--- config.mk ---
export PLATFORM = sky130hd
export DESIGN_NAME = alu_sequencer
export DESIGN_NICKNAME = d
export VERILOG_FILES = /design/src/rtl/alu_seq_pkg.sv /design/src/rtl/alu_seq_settle_timer.sv /design/src/rtl/alu_sequencer.sv
export SDC_FILE = /design/constraint.sdc
export NUM_CORES = 1
export LEC_CHECK = 0
export CAP_MARGIN = 20
export CORE_AREA = 2 2 99 101
export CTS_BUF_LIST = sky130_fd_sc_hd__clkbuf_8
export DETAILED_ROUTE_END_ITERATION = 8
export DIE_AREA = 0 0 101 103
export GPL_TIMING_DRIVEN = 1
export HOLD_SLACK_MARGIN = 0.02
export PLACE_DENSITY = 0.81
export SLEW_MARGIN = 20
export SYNTH_ARGS = -nofsm -noshare
export SYNTH_HDL_FRONTEND = slang
export SYNTH_SLANG_ARGS = --single-unit
export TNS_END_PERCENT = 30
--- constraint.sdc ---
create_clock -name clk -period 2 [get_ports clk]
set_input_delay 0.4 -clock clk [delete_from_list [all_inputs] [get_ports clk]]
set_output_delay 0.4 -clock clk [all_outputs]
set_load 0.05 [all_outputs]
--- src/rtl/alu_seq_pkg.sv ---
// Shared types and constants for the ALU command sequencer.
// The settle-load helper converts a cycle count into the timer's preload value.
package alu_seq_pkg;

   typedef enum logic [1:0] {
      IDLE   = 2'd0,
      SETTLE = 2'd1,
      RESP   = 2'd2
   } state_t;

   localparam int ALU_W = 16;
   localparam int OPC_W = 3;
   localparam logic [OPC_W-1:0] OPC_RESET = 3'd7;
   localparam int SETTLE_W = 8;

   // The timer counts down to zero inclusive, so N held cycles preload N-1.
   function automatic logic [SETTLE_W-1:0] settle_load(input int cycles);
      return SETTLE_W'(cycles - 1);
   endfunction

endpackage

--- src/rtl/alu_seq_settle_timer.sv ---
// Loadable down-counter that measures how long the ALU inputs have been held.
// done is high whenever the count has reached zero.
module alu_seq_settle_timer
   import alu_seq_pkg::*;
#(
   parameter int W = SETTLE_W
) (
   input  logic         clk,
   input  logic         rst_n,
   input  logic         load,
   input  logic         en,
   input  logic [W-1:0] load_val,
   output logic         done
);

   logic [W-1:0] count;

   always_ff @(posedge clk) begin
      if (!rst_n) begin
         count <= '0;
      end else if (load) begin
         count <= load_val;
      end else if (en && (count != '0)) begin
         count <= count - W'(1);
      end
   end

   assign done = (count == '0);

endmodule

--- src/rtl/alu_sequencer.sv ---
// Clocked command front-end for the combinational ALU: registers operands,
// waits a settle window, captures the result and returns it with flag checking.
module alu_sequencer
   import alu_seq_pkg::*;
#(
   parameter int WIDTH         = ALU_W,
   parameter int SETTLE_CYCLES = 4
) (
   input  logic             clk,
   input  logic             rst_n,
   input  logic             cmd_valid,
   output logic             cmd_ready,
   input  logic [OPC_W-1:0] cmd_opc,
   input  logic [WIDTH-1:0] cmd_a,
   input  logic [WIDTH-1:0] cmd_b,
   input  logic             cmd_c,
   input  logic             cmd_use_acc,
   output logic [WIDTH-1:0] alu_inA,
   output logic [WIDTH-1:0] alu_inB,
   output logic             alu_inC,
   output logic [OPC_W-1:0] alu_opc,
   input  logic [WIDTH-1:0] alu_outW,
   input  logic             alu_zer,
   input  logic             alu_neg,
   output logic             rsp_valid,
   input  logic             rsp_ready,
   output logic [WIDTH-1:0] rsp_w,
   output logic             rsp_zer,
   output logic             rsp_neg,
   output logic             flag_err,
   output logic [15:0]      op_count,
   output logic             busy
);

   // Handshakes: a transfer happens on a rising edge where valid and ready are
   // both 1. The sender holds its payload stable while valid is high; valid never
   // depends combinationally on ready, and ready here comes from registered state.

   localparam logic [SETTLE_W-1:0] SETTLE_LOAD = settle_load(SETTLE_CYCLES);

   state_t           state, state_nxt;
   logic             accept, capture, rsp_hs;
   logic             timer_done;
   logic [WIDTH-1:0] acc;
   logic             exp_zer, exp_neg, flags_bad;

   always_ff @(posedge clk) begin
      if (!rst_n) begin
         state <= IDLE;
      end else begin
         state <= state_nxt;
      end
   end

   always_comb begin
      state_nxt = state;
      accept    = 1'b0;
      capture   = 1'b0;
      rsp_hs    = 1'b0;
      case (state)
         IDLE: begin
            if (cmd_valid) begin
               accept    = 1'b1;
               state_nxt = SETTLE;
            end
         end
         SETTLE: begin
            if (timer_done) begin
               capture   = 1'b1;
               state_nxt = RESP;
            end
         end
         RESP: begin
            if (rsp_ready) begin
               rsp_hs    = 1'b1;
               state_nxt = IDLE;
            end
         end
         default: state_nxt = IDLE;
      endcase
   end

   assign cmd_ready = (state == IDLE) && rst_n;
   assign busy      = (state != IDLE);

   alu_seq_settle_timer #(
      .W (SETTLE_W)
   ) u_settle_timer (
      .clk      (clk),
      .rst_n    (rst_n),
      .load     (accept),
      .en       (state == SETTLE),
      .load_val (SETTLE_LOAD),
      .done     (timer_done)
   );

   // Expected flags derived from the captured word; only used for the sticky check.
   assign exp_zer   = (alu_outW == '0);
   assign exp_neg   = alu_outW[WIDTH-1];
   assign flags_bad = (alu_zer != exp_zer) || (alu_neg != exp_neg);

   always_ff @(posedge clk) begin
      if (!rst_n) begin
         alu_inA   <= '0;
         alu_inB   <= '0;
         alu_inC   <= 1'b0;
         alu_opc   <= OPC_RESET;
         rsp_valid <= 1'b0;
         rsp_w     <= '0;
         rsp_zer   <= 1'b0;
         rsp_neg   <= 1'b0;
         flag_err  <= 1'b0;
         op_count  <= '0;
         acc       <= '0;
      end else begin
         if (accept) begin
            alu_inA <= cmd_use_acc ? acc : cmd_a;
            alu_inB <= cmd_b;
            alu_inC <= cmd_c;
            alu_opc <= cmd_opc;
         end
         if (capture) begin
            rsp_w     <= alu_outW;
            rsp_zer   <= alu_zer;
            rsp_neg   <= alu_neg;
            rsp_valid <= 1'b1;
            if (flags_bad) begin
               flag_err <= 1'b1;
            end
         end
         // The accumulator follows delivered results only, never raw captures.
         if (rsp_hs) begin
            acc       <= rsp_w;
            op_count  <= op_count + 16'd1;
            rsp_valid <= 1'b0;
         end
      end
   end

endmodule

==> impl_metrics.ini <==
[finish]
utilization_pct = 60.8
syn2layout_area_growth_pct = 43.0
layout-drive-gt1-share_pct = 8.28
postLayoutCellArea_sq_mm = 0.00575
final_cell_mix = nand2_1 (135), clkdlybuf4s50_1 (107), dfxtp_1 (95)
layout_commonest_cell = nand2_1
antenna_cells = 0
nets = 661

[placed_design]
dpl_worst_slack_ns = -0.181
io_buffers = 132
dp_hpwl_mm = 7.94
gp_congestion = 0.893
dpl_cell_area_sq_mm = 0.00556

[global_routing]
grt_max_degree = 61
grt_pass1_wl_mm = 17.4
grt_overflow = 0
grt_pass1_vias = 3703
antenna_found_initial = 0
grt_use_total_pct = 20.9

[die]
dieArea_sq_mm = 0.0104
row_count = 36
initial_core_util_pct = 42.5
core_sq_mm = 0.00946
fp.dieW_microns = 101
ios = 133
die_h_microns = 103

[worst_setup_path]
crit_path_max_incr_delay_ns = 0.83
path_buf_inv = 1
cp_max_fo = 3
worst-r2r-setup-slack_ns = 0.10
path_class = flop to output pin
critPathArrivalTime_ns = 1.59
cpLargestDelayFamily = buffers and inverters
start_kind = flop
critical_path.cell_chain = clkdlybuf4s50_1
cp_data_required_time_ns = 1.60
cp_slowest_cell = clkdlybuf4s50_1
cp-end-kind = output pin

[detailed_routing]
vias_per_cell = 5.26
top_layer = met4
wl_met2_mm = 5.34
ant_nets = 0
drt-met1-wl_mm = 4.62
drcViolationCount = 0
drt_first_iter_violations = 152
dr.pass1.iters = 4
vias = 3779
routed_wl_mm = 11.0
met3_length_microns = 804
wl_per_cell_microns = 15.3

[run]
cap_violations = 0

[timing]
timing.fmax_ghz = 0.503
worst_pin_slew_ns = 0.595
fin_ws_ns = 0.0111
fin_skew_ns = 0.0135
slew_headroom_pct = 60.3
min_period_ns = 1.99
setup_violations = 0
hold_violations = 0
slew_viol_final = 0
rsz0062_at_grt = no
period_share_pct = 99.4
hold_slack_ns = 0.459

[synth]
synth-seq-cells = 98
synth_edf_count = 0
synth_area_per_cell_sq_um = 8.62
synthArstFlopShare_pct = 0
ys_warn_count = 0
ys_seq_area_share_pct = 48.8
ys.flop_type = dfxtp_1
yosysUniqueCellTypes = 42
syn-instance-count = 467
syn-cell-area_sq_mm = 0.00402
synthesis.nets = 529

[clock_tree]
cts_tree = built
h-tree-depth = 3
clockBufferDepth = 2
insertion_delay_ns = 0.37
clkSinkCount = 98
hold_buffers = 0
root_buffer = clkbuf_8
clkTransAtPathRegs_ns = 0.09
cts_buffers = 9

[hold_path]
holdCritPathClass = flop to flop

[power_and_ir_drop]
leakage_nw = 2.51
power_mw = 4.64
ir_drop_mv = 0.377
cellPowerDensity_mw_per_mm2 = 806

[status]
status = finished, final reports clean
[kinds of logic after synthesis]
kind of cell / count (synthesis) / share of synthesized area [%]
XOR/XNOR: 11 / 2.39
AO/OA/AOI/OAI: 93 / 16.0
AND/OR/NAND/NOR: 206 / 23.2
adder cells (fa/ha/maj): 3 / 0.933
buffers and inverters: 36 / 3.73
multiplexers: 20 / 4.98
flip-flops: 98 / 48.8
[worst min-delay path, cell delays in order (launching register included)]
cell     delay, ns
dfxtp_1       0.32
nand2_1       0.05
a21oi_1       0.05
[path summary, 6_finish.rpt]
kind                                              start  endpoint  cells past startpoint
worst min-delay path                             acc[8]    acc[8]                      2
worst max register to register  u_settle_timer.count[0]  flag_err                      7
worst max-delay path                           rsp_w[2]  rsp_w[2]                      1
worst min register to register                   acc[8]    acc[8]                      2
[repair_timing]
action	in CTS	in global routing
setup endpoints to repair	8	11
endpoints found under the hold margin	0	0
buffers inserted	0	0
resized for setup	8	11
[per-layer routing]
metal  global-route usage [%]  up-vias
met5                        0        -
met4                     7.80        0
met3                     5.63       17
met2                     35.9      131
met1                     25.1     1777
li1                         -     1854
[synth_stat cells (3+ instances only)]
cell type  count  share of area [%]
ha_1           3               0.93
clkbuf_1      20                1.9
nor2_1        18                1.7
nand3_1       11                1.4
o21ai_0        8                1.0
nor4_1         7                1.1
nand2b_1       4               0.62
inv_1          7               0.65
mux2i_1       20                5.0
nor3b_1        3               0.56
nor3_1         5               0.62
a21oi_1       32                4.0
dfxtp_1       98                 49
o211a_1       17                4.2
nand2_1      135                 13
xnor2_1        9                2.0
or3_1          6               0.93
buf_2          3               0.37
buf_1          3               0.28
a21boi_0      29                5.4
[where the power goes]
group | total [mW] | leakage [nW] | switching (mW) | internal (mW)
clock | 1.19 | 0.0965 | 0.679 | 0.515
sequential | 2.17 | 0.800 | 0.0902 | 2.08
combinational | 1.28 | 1.61 | 0.773 | 0.504
total | 4.64 | 2.51 | 1.54 | 3.10
[flip-flops by register name, summed over array words and instances, names as in the netlist]
| name | flops |
|---|---|
| alu_inC | 1 |
| rsp_zer | 1 |
| rsp_valid | 1 |
| alu_inB | 16 |
| acc | 16 |
| op_count | 16 |
| rsp_neg | 1 |
| u_settle_timer.count | 8 |
| alu_opc | 3 |
| state | 2 |
| flag_err | 1 |
| alu_inA | 16 |
| rsp_w | 16 |
[final cells by class]
cell class | count | area (sq um)
Clock buffer | 11 | 151
Tap cell | 114 | 143
Sequential cell | 98 | 1970
Timing Repair Buffer | 149 | 1520
Inverter | 8 | 30.0
Clock inverter | 5 | 30.0
Fill cell | 796 | 3700
Multi-Input combinational cell | 333 | 1920
[through the flow]
| step | cells | setup TNS [ns] |
|---|---|---|
| floorplan | 467 | 0 |
| global placement | 702 | -0.563 |
| detailed placement | 702 | -0.971 |
| CTS | 718 | 0 |
| global route | 718 | 0 |
| finish | 718 | 0 |
(Power assumes the default switching activity.)
